## config.mk

```make
export PLATFORM = sky130hd
export DESIGN_NAME = mult_share_arbiter
export DESIGN_NICKNAME = d
export VERILOG_FILES = /design/src/rtl/mult_share_arbiter.sv
export SDC_FILE = /design/constraint.sdc
export NUM_CORES = 1
export LEC_CHECK = 0
export ABC_AREA = 0
export BUFFER_PORTS_ARGS = -buffer_cell sky130_fd_sc_hd__buf_4
export CORE_ASPECT_RATIO = 0.8
export CORE_MARGIN = 3
export CORE_UTILIZATION = 45
export CTS_CLUSTER_SIZE = 8
export DETAILED_ROUTE_END_ITERATION = 7
export PLACE_DENSITY = 0.69
export SKIP_CTS_REPAIR_TIMING = 1
export SYNTH_ARGS = -nofsm -noshare
export SYNTH_HDL_FRONTEND = slang
export SYNTH_SLANG_ARGS = --single-unit
```

## constraint.sdc

```tcl
create_clock -name clk -period 7.4 [get_ports clk]
set_input_delay 1.48 -clock clk [delete_from_list [all_inputs] [get_ports clk]]
set_output_delay 1.48 -clock clk [all_outputs]
set_load 0.02 [all_outputs]
```

## src/rtl/mult_share_arbiter.sv

```systemverilog
`default_nettype none
// ============================================================================
// mult_share_arbiter : two-requester round-robin share of one array multiplier
// Rev 1.0
// ============================================================================
module mult_share_arbiter #(
  parameter int WIDTH = 4,
  parameter int CNT_W = 16
) (
  input  logic                 clk,
  input  logic                 rst_n,
  input  logic                 req0_valid,
  input  logic [WIDTH-1:0]     req0_a,
  input  logic [WIDTH-1:0]     req0_b,
  output logic                 req0_ready,
  input  logic                 req1_valid,
  input  logic [WIDTH-1:0]     req1_a,
  input  logic [WIDTH-1:0]     req1_b,
  output logic                 req1_ready,
  output logic                 res_valid,
  output logic [2*WIDTH-1:0]   res_p,
  output logic                 res_id,
  input  logic                 res_ready,
  output logic                 busy,
  output logic [CNT_W-1:0]     ops_cnt
);

  localparam int               c_PW      = 2 * WIDTH;
  localparam logic [CNT_W-1:0] c_CNT_MAX = {CNT_W{1'b1}};
  localparam logic [CNT_W-1:0] c_CNT_ONE = {{(CNT_W-1){1'b0}}, 1'b1};

  typedef enum logic [1:0] {
    ST_IDLE = 2'd0,
    ST_CALC = 2'd1,
    ST_HOLD = 2'd2
  } state_t;

  state_t           r_state;
  logic [WIDTH-1:0] r_a_lat;
  logic [WIDTH-1:0] r_b_lat;
  logic             r_id_lat;
  logic             r_last_grant;

  logic             w_idle;
  logic             w_grant;
  logic             w_hs;
  logic [c_PW-1:0]  w_prod;
  logic [c_PW-1:0]  w_pp  [WIDTH];
  logic [c_PW-1:0]  w_acc [WIDTH+1];

  // Row i of the array is the multiplicand shifted by i, gated by multiplier bit i.
  assign w_acc[0] = '0;
  for (genvar i = 0; i < WIDTH; i++) begin : g_row
    assign w_pp[i]    = r_b_lat[i] ? ({{WIDTH{1'b0}}, r_a_lat} << i) : '0;
    assign w_acc[i+1] = w_acc[i] + w_pp[i];
  end
  assign w_prod = w_acc[WIDTH];

  assign w_idle = (r_state == ST_IDLE);

  always_comb begin
    w_grant = 1'b0;
    if (req0_valid && req1_valid) begin
      w_grant = ~r_last_grant;
    end else if (req1_valid) begin
      w_grant = 1'b1;
    end
  end

  assign req0_ready = w_idle & req0_valid & ~w_grant;
  assign req1_ready = w_idle & req1_valid &  w_grant;
  assign w_hs       = req0_ready | req1_ready;

  always_ff @(posedge clk or negedge rst_n) begin
    if (!rst_n) begin
      r_state      <= ST_IDLE;
      r_a_lat      <= '0;
      r_b_lat      <= '0;
      r_id_lat     <= 1'b0;
      r_last_grant <= 1'b1;
      res_valid    <= 1'b0;
      res_p        <= '0;
      res_id       <= 1'b0;
      busy         <= 1'b0;
      ops_cnt      <= '0;
    end else begin
      case (r_state)
        ST_IDLE: begin
          if (w_hs) begin
            r_a_lat      <= w_grant ? req1_a : req0_a;
            r_b_lat      <= w_grant ? req1_b : req0_b;
            r_id_lat     <= w_grant;
            r_last_grant <= w_grant;
            busy         <= 1'b1;
            r_state      <= ST_CALC;
          end
        end
        ST_CALC: begin
          res_p     <= w_prod;
          res_id    <= r_id_lat;
          res_valid <= 1'b1;
          r_state   <= ST_HOLD;
        end
        ST_HOLD: begin
          if (res_ready) begin
            res_valid <= 1'b0;
            busy      <= 1'b0;
            if (ops_cnt != c_CNT_MAX) begin
              ops_cnt <= ops_cnt + c_CNT_ONE;
            end
            r_state   <= ST_IDLE;
          end
        end
        default: begin
          res_valid <= 1'b0;
          busy      <= 1'b0;
          r_state   <= ST_IDLE;
        end
      endcase
    end
  end

endmodule
`default_nettype wire

```

Word level (Yosys, flattened, before mapping)
Index checks and enable logic that the tools add are counted.
Widths: inputs -> output; s select.
{ "op_classes": {"n_reduce_logical": 7, "muxes": 15, "add_sub_neg": 4, "eq_ne": 5, "n_bitwise": 9} }
{ "op_table": {"columns": ["op", "count"], "rows": [
  ["$add 16x1->16 const B", 1],
  ["$ne 16x16->1 const B", 1],
  ["$mux 4", 3],
  ["$add 7x7->8", 1],
  ["$add 6x6->7", 1],
  ["$mux 7", 1],
  ["$add 4x5->6", 1],
  ["$mux 6", 1],
  ["$pmux 1 s3", 2],
  ["$pmux 2 s3", 1],
  ["$reduce_and 2->1", 3],
  ["$reduce_and 3->1", 2],
  ["$mux 5", 1],
  ["$and 1x1->1", 4],
  ["$mux 1", 4],
  ["$mux 2", 2],
  ["$not 1->1", 4],
  ["$eq 2x1->1 const B", 1],
  ["$eq 2x2->1 const B", 1],
  ["$logic_not 2->1", 1],
  ["$ne 2x1->1 const B", 1],
  ["$ne 2x2->1 const B", 1],
  ["$logic_and 1x1->1", 1],
  ["$or 1x1->1", 1]
]} }
{ "totals": {"elab_cells": 50, "ff_bits": 39} }

Logic depth before layout (Yosys ltp)
Gate-level depths: netlist of the first run.
{ "logic_depth": {"ltp_word": 7, "depth_mapped": 10} }

Worst setup path before layout of the first run
Ideal clock, no wire load.
{ "synth_timing": {"path_type": "input -> output", "startpoint": "input port req1_valid", "endpoint": "output port req1_ready", "t_arrival_ps": 2166, "path_buffers": 1, "required_time_ps": 5920, "path_slack_ps": 3754, "cell_stages": 3, "cell_sequence": "a21boi_0 -> buf_2 -> and2_1"} }
{ "synth_between": {"elab_chain_len": 3, "word_cells_on_any_way": 5} }
{ "synth_rtl": {"columns": ["element", "line", "rtl"], "rows": [
  ["from (decl)", "16", "input logic req1_valid,"],
  ["$mux 1 / $logic_and 1x1->1 (equally long branches)", "65, 63", null],
  ["$mux 1", "63", "if (req0_valid && req1_valid) begin"],
  ["$and 1x1->1 (*)", "71", "assign req1_ready = w_idle & req1_valid & w_grant;"],
  ["to (decl)", "19", "output logic req1_ready,"]
]} }
Mark *: on every way between the ends. The rest lies on a longest branch, timed or not.

Final worst setup path of the first run
{ "layout_timing": {"startpoint": "input port req0_valid", "endpoint": "output port req1_ready"} }
{ "layout_between": {"elab_chain_len": 3} }
{ "layout_rtl": {"columns": ["element", "line", "rtl"], "rows": [
  ["from (decl)", "12", "input logic req0_valid,"],
  ["$logic_and 1x1->1", "63", null],
  ["$mux 1", "63", null],
  ["$and 1x1->1", "71", null]
]} }
Every way passes these cells.

==> results of run 1 <==
[worst max-delay path, cell delays in order]
cell	delay (ps)
buf_4	110
a21boi_0	140
buf_4	220
and2_1	200
buf_4	160
[cells in the mapped netlist (3+ instances only)]
master,instances
xor2_1,10
nand2_1,35
ha_1,11
fa_1,5
clkbuf_1,3
inv_1,5
mux2i_1,8
dfrtp_1,38
nor4_1,4
a21oi_1,10
nor2_1,14
o21ai_0,6
nand3_1,7
and2_1,10
a21o_1,4
nand4_1,3
xnor2_1,6
[flip-flops by register name (all words and copies together) (netlist names)]
name / flops
r_id_lat: 1
res_valid: 1
r_b_lat: 4
res_id: 1
r_last_grant: 1
ops_cnt: 16
r_state: 2
res_p: 8
r_a_lat: 4
busy: 1
[worst min-delay path by stage]
stage	from	end	slack, ps	depth (start not counted)
global placement	res_p[0]	res_p[0]	450	2
finish	res_p[3]	res_p[3]	480	2
floorplan	r_id_lat	res_id	440	2
global route	res_p[6]	res_p[6]	510	2
detailed placement	res_p[0]	res_p[0]	460	2
CTS	res_p[0]	res_p[0]	480	2
[layout make-up]
cell class | count | area [sq um]
clock inverter | 3 | 43.8
sequential | 39 | 977
fill | 387 | 1690
timing repair buffer | 50 | 375
clock buffer | 5 | 68.8
tap | 57 | 71.3
multi-input combinational | 155 | 1090
inverter | 6 | 22.5
[stage by stage]
stage	hold slack, ps	util	cell area (sq um)
6_report	478	0.610	2650
5_1_grt	510	0.610	2650
4_1_cts	480	0.610	2650
3_5_place_dp	463	0.584	2530
3_3_place_gp	451	0.584	2530
2_1_floorplan	439	-	2100
[power by group]
| group | total [W] | switching, W | leakage (nW) | internal (W) |
|---|---|---|---|---|
| logic | 0.000648 | 0.000347 | 0.803 | 0.000301 |
| registers | 0.000358 | 0.0000680 | 0.488 | 0.000290 |
| clock network | 0.000178 | 0.0000774 | 0.0581 | 0.000100 |
[placed cells by master, fill, tap and decap left out, drive strengths merged]
cell type   n
buf        50
dfrtp      38
nand2      35
nor2       15
ha         11
and2       10
xor2       10
a21oi      10
mux2i       8
nand3       8
o21ai       6
xnor2       6
inv         5
fa          5
clkbuf      5
nor4        5
nand4       5
a21o        4
clkinv      3
nor4b       2
nor3        2
o31ai       2
o21a        2
nand4b      2
a21boi      1
nand3b      1
mux2        1
nand2b      1
nor2b       1
or2         1
or3         1
bufinv      1
dfstp       1
[routing by layer]
metal  vias to the layer above  track usage  wire [um]
li1                        799            -          -
met1                       767        0.257       2090
met2                        53        0.235       1650
met3                         7       0.0427        263
met4                         0       0.0830         64
met5                         -            0          0
[kinds of logic (layout without fill, tap and decap cells)]
group | Yosys count | count (layout) | share of synthesized area
buffers and inverters | 10 | 64 | 0.0184
xor gates and xnor gates | 16 | 16 | 0.0667
AOI/OAI and AO/OA | 25 | 25 | 0.0702
DFF | 39 | 39 | 0.465
adders and majority gates | 16 | 16 | 0.113
muxes | 9 | 9 | 0.0452
and+or+nand+nor | 89 | 89 | 0.221
==> run metrics, run 1 <==
status=completed; slew margin rel.=0.631; initial antenna violation count=0; largest net degree at the start of global routing=40; Power Dens Cells=447 nW/um^2; initial DRC count=84; DRC=0; non-filler cells, final=315; Reg2Reg Setup Slack=4430 ps; final antenna-violating net count=0; proportion of layout cells with a drive suffix above 1=0.256; placed cells=307; row cnt=21; GR Util All Layers=0.174; clock latency on the worst-skew pair=290 ps; # IOs=50; Yosys top cell by area=dfrtp_1; die footprint=5530 sq um; Worst R2R Start=r_b_lat[3]; Core Region=4340 sq um; Hold Crit Class=reg2reg; FMAX=0.264 GHz; Setup WS post-layout=3610 ps; TNS Setup=0 ps; final HPWL from detailed placement=3.01 mm; first-pass GRT wire length=7.32 mm; Worst Tran Pin Value=549 ps; Seq/Total Area, Yosys=0.465; Critical Path Fanout Max=10; final hold vios=0; crit path to=req1_ready; Worst EP arrival=2310 ps; Pins Over Slew Limit=0; RSZ-0062 raised after global routing=false; Die Span X=82.4 um; ys flop type=dfrtp_1; Avg Cell Area, Syn=10.3 sq um; clock root buffer=clkbuf_8; Final Skew=4.65 ps; drt pass-1 iters=4; Register-to-Register Path Depth=9; Worst Setup SP=req0_valid; top-area cell type share of the netlist area=0.452; TritonCTS clock tree=yes; Critical Path Source Type=input port; grt ovf=0; Post-Syn Area=2100 sq um; largest cells by area after synthesis=dfrtp_1 45%, ha_1 6.5%, nand2_1 6.3%; CTS max path bufs=2; number of synthesis warnings=0; Final nets=294; Initial Util=0.485; pre-CTS WS=3610 ps; Num CTS Buffers=5; vias per cell=5.16; kind of critical path=in2out; routed length per instance=12.9 um; Post-Syn Instances=204; GPL Wtd Cong=0.809; Tmin final=3790 ps; RR Endpoint=res_p[7]; Leakage=1.35 nW; die height=67.1 um; number of unique standard cell types used by synthesis=36; Synth Net Count=241; Post-synth EDFFs=0; H-tree levels=2; max-cap viol count=0; period utilization=0.512; Final Setup Violations=0; Ant. Diodes=0; Port Buf Inserts=49; synthesized flop and latch total=39; Tot Pwr=0.00118 W; number of global-route vias before repair=1613; vias after detailed routing=1626; TritonCTS Sinks=39; WL final=4.07 mm; Synth-to-Final Area Change=25.8%; Worst-path clk slew=70 ps; VDD IR-drop max=0.195 mV; Crit. End Element=output pin; CP required=5920 ps; Async SR Flop Fraction=1.00
No activity file was read; power rests on OpenSTA's default activity.
==> run 2: changes to the inputs <==
- clock period: 7.4 -> 3.5 ns (I/O delays scaled with it)
==> run metrics, run 2 (synthesis gave the netlist of run 1 again) <==
Area after DPL=2540 sq um; crit path to=res_p[7]; Ant. Diodes=0; Critical Path Fanout Max=5; RSZ-0062 raised after global routing=false; Worst EP arrival=3140 ps; slew margin rel.=0.640; Critical Path Source Type=register; drt pass-1 iters=4; period utilization=0.853; most common cell after layout, fill and taps aside=buf_4; Worst Tran Pin Value=536 ps; final HPWL from detailed placement=3.18 mm; GR Util All Layers=0.179; TritonCTS Sinks=39; TritonCTS clock tree=yes; Reg2Reg Setup Slack=520 ps; Final Skew=6.20 ps; RR Endpoint=res_p[7]; proportion of layout cells with a drive suffix above 1=0.251; Crit. End Element=register; Initial Util=0.485; vias after detailed routing=1593; fillcell total=395; die footprint=5530 sq um; Num CTS Buffers=5; Die Span X=82.4 um; Worst R2R Start=r_b_lat[2]; TNS Setup=0 ps; Final Core Density=0.610; Reg with most FFs=ops_cnt; Final Setup Violations=0; FF/Latch Area=977 sq um; final hold vios=0; number of global-route vias before repair=1625; Tmin final=2980 ps; Register-to-Register Path Depth=9; CP required=3650 ps; # IOs=50; H-tree levels=2; Synth-to-Final Area Change=25.9%; Leakage=1.35 nW; clock root buffer=clkbuf_8; VDD IR-drop max=0.464 mV; clock latency on the worst-skew pair=290 ps; final antenna-violating net count=0; routed length per instance=13.2 um; grt ovf=0; Power Dens Cells=949 nW/um^2; Worst-path clk slew=80 ps; Multi-input gate area=1090 sq um; row cnt=21; WL final=4.17 mm; Regs by FF count=ops_cnt (16), res_p (8); CTS max path bufs=2; Largest register FFs=16; initial DRC count=60; most frequent cells in the layout=51 x buf_4, 38 x dfrtp_1, 35 x nand2_1; first-pass GRT wire length=7.53 mm; Hold Crit Class=in2async; GPL Wtd Cong=0.817; max-cap viol count=0; Worst Setup SP=r_b_lat[2]; initial antenna violation count=0; largest net degree at the start of global routing=40; post-route cell area=2650 sq um; Final nets=295; vias per cell=5.04; die height=67.1 um; status=completed; Core Region=4340 sq um; DRC=0; FMAX=0.335 GHz; kind of critical path=reg2reg; Pins Over Slew Limit=0; Port Buf Inserts=49
-- run 2: cell types whose count changed in the layout (fill, tap and decap cells not counted), sizes merged --
cell    delta
clkinv     -2
clkbuf     +2
buf        +1
-- run 2: worst min-delay path by stage --
stage	end	startpoint	depth (start not counted)	slack, ps
global placement	res_p[0]	res_p[0]	2	450
CTS	res_p[0]	rst_n	1	390
detailed placement	res_p[0]	res_p[0]	2	460
finish	res_p[0]	rst_n	1	370
floorplan	busy	rst_n	0	400
global route	res_p[0]	rst_n	1	410
-- run 2: metrics by stage --
step                      total power [W]  hold WS, ps  instances  setup WS (ps)
after floorplan                   0.00176          404        204            677
after global placement            0.00212          450        308            587
after detailed placement          0.00217          457        308            498
after CTS                         0.00256          387        316            478
after global routing              0.00282          407        316            305
final                             0.00251          372        316            515
-- run 2: power breakdown --
part	switching [W]	leakage, nW	internal (W)	total, W
clock	0.000152	0.0524	0.000213	0.000365
sequential	0.000146	0.488	0.000613	0.000759
combinational	0.000746	0.807	0.000642	0.00139
total	0.00104	1.35	0.00147	0.00251
-- run 2: critical path, stage by stage, from the launching register on --
cell and delay, ps:
dfrtp_1 430, and2_1 190, fa_1 490, fa_1 500, ha_1 230, fa_1 400, a21o_1 200, a21oi_1 170
xor2_1 160, o21ai_0 80
-- run 2: layout make-up --
class | instances | share of cell area
clock buffers | 7 | 0.0288
flip-flops and latches | 39 | 0.369
clock inverters | 1 | 0.0113
multi-input cells | 155 | 0.410
repair buffers | 51 | 0.145
well taps | 57 | 0.0270
inverters | 6 | 0.00851
-- run 2: metal layers --
metal	vias to the layer above	wire, um	GRT usage	share of wire
met3	7	262	0.0413	0.063
met2	45	1730	0.252	0.41
met4	0	58	0.0747	0.014
met5	-	0	0	0
met1	738	2120	0.262	0.51
li1	803	-	-	-
==> run 3: changes to the inputs <==
- CELL_PAD_IN_SITES_DETAIL_PLACEMENT: not set -> 1
- CELL_PAD_IN_SITES_GLOBAL_PLACEMENT: not set -> 1
- CORE_UTILIZATION: 45 -> 41
- CTS_CLUSTER_SIZE: 8 -> 28
- PLACE_DENSITY: 0.69 -> 0.79
- RECOVER_POWER: not set -> 50
==> run metrics, run 3 (synthesis gave the netlist of run 1 again) <==
kind of critical path=reg2reg; slowest cell delay on critical path=520 ps; Worst Tran Pin Value=2120 ps; WHS=480 ps; die footprint=6030 sq um; Initial Util=0.441; grt ovf=0; Critical Path Source Type=register; clock latency on the worst-skew pair=280 ps; TritonCTS clock tree=yes; Port Buf Inserts=49; Ant. Diodes=0; FMAX=0.337 GHz; M2 GR Usage=0.248; Worst-path clk slew=80 ps; failing checks=capacitance limit, slew limit; Reg with most FFs=ops_cnt; Largest register FFs=16; CTS max path bufs=2; drt pass-1 iters=4; vias per cell=5.11; Leakage=1.31 nW; initial DRC count=63; final antenna-violating net count=0; met1 Usage GRT=0.250; # IOs=50; Num CTS Buffers=5; final hold vios=0; routed length per instance=14.6 um; max-cap viol count=1; clock root buffer=clkbuf_8; non-filler cells, final=318; fillcell total=546; initial antenna violation count=0; most frequent cells in the layout=41 x buf_4, 38 x dfrtp_1, 35 x nand2_1; GR Util All Layers=0.167; largest net degree at the start of global routing=40; Pins Over Slew Limit=40; DRC=0; Power Dens Cells=946 nW/um^2; Reg2Reg Setup Slack=540 ps; grt peak-use layer=met1; placed cells=310; CP required=3650 ps; Top cell by count, worst path=fa_1; TNS Setup=0 ps; first-pass GRT wire length=8.16 mm; CP max stage cell=fa_1; Die Span X=86.1 um; number of global-route vias before repair=1692; Synth-to-Final Area Change=24.0%; RSZ-0062 raised after global routing=false; WL final=4.65 mm; Hold Crit Class=reg2reg; Area after DPL=2540 sq um; Tmin final=2960 ps; Regs by FF count=ops_cnt (16), res_p (8); row cnt=22; crit-path cells=and2_1 -> fa_1 -> fa_1 -> ha_1 -> fa_1 -> a21o_1 -> a21oi_1 -> xor2_1 -> o21ai_0; Final Setup Violations=0; most common cell after layout, fill and taps aside=buf_4; die height=70.0 um; proportion of layout cells with a drive suffix above 1=0.221; TritonCTS Sinks=39; final HPWL from detailed placement=3.59 mm; Worst EP arrival=3110 ps; H-tree levels=2; met3 Use GR=0.0307; Final nets=294; Core Region=4760 sq um; WHS Path Cells=2; GPL Wtd Cong=0.817; vias after detailed routing=1625; Register-to-Register Path Depth=9; Crit. End Element=register; period utilization=0.847; status=complete, but fails checks; Final Skew=9.39 ps; slew margin rel.=-0.410; post-route cell area=2610 sq um; VDD IR-drop max=0.413 mV; Critical Path Fanout Max=5
-- run 3: cell types whose count changed in the layout (fill, tap and decap cells not counted) --
cell,before,now
buf_4,51,41
clkbuf_1,2,9
clkbuf_8,5,7
bufinv_16,1,0
clkbuf_4,0,1
-- run 3: report_power, final --
group,internal (W),total [W],switching [W]
sequential,0.000613,0.000758,0.000146
combinational,0.000614,0.00138,0.000763
clock,0.000180,0.000330,0.000150
total,0.00141,0.00247,0.00106
-- run 3: metrics by stage --
| stage | total power, W | setup slack, ps | util |
|---|---|---|---|
| 2_1_floorplan | 0.00176 | 677 | - |
| 3_3_place_gp | 0.00214 | 578 | 0.533 |
| 3_5_place_dp | 0.00219 | 514 | 0.533 |
| 4_1_cts | 0.00255 | 513 | 0.554 |
| 5_1_grt | 0.00274 | 371 | 0.547 |
| 6_report | 0.00247 | 536 | 0.547 |
-- run 3: final cells by class --
| type | count | area [sq um] | area share |
|---|---|---|---|
| clock buffers | 8 | 100 | 0.0384 |
| inverters | 6 | 22.5 | 0.00864 |
| multi-input cells | 155 | 1090 | 0.417 |
| flip-flops and latches | 39 | 977 | 0.375 |
| well taps | 60 | 75.1 | 0.0288 |
| repair buffers | 50 | 345 | 0.133 |
-- run 3: path summary, 6_finish.rpt --
kind | startpoint | end
max in group asynchronous | rst_n | res_valid
worst min register to register | res_p[2] | res_p[2]
worst max-delay path | r_a_lat[0] | res_p[7]
worst min-delay path | res_p[2] | res_p[2]
worst max register to register | r_a_lat[0] | res_p[7]
min in group asynchronous | rst_n | res_p[0]
-- run 3: critical path: cells and delay by family (launching register included) --
family	cells	cell delay, ps
simple gates	1	170
flops	1	430
fa+ha+maj	4	1650
compound gates	3	430
xor+xnor	1	150
-- run 3: metal layers --
metal / vias to the layer above / routed length [um]
li1: 803 / -
met5: - / 0
met4: 0 / 40
met2: 35 / 2090
met3: 4 / 185
met1: 783 / 2330
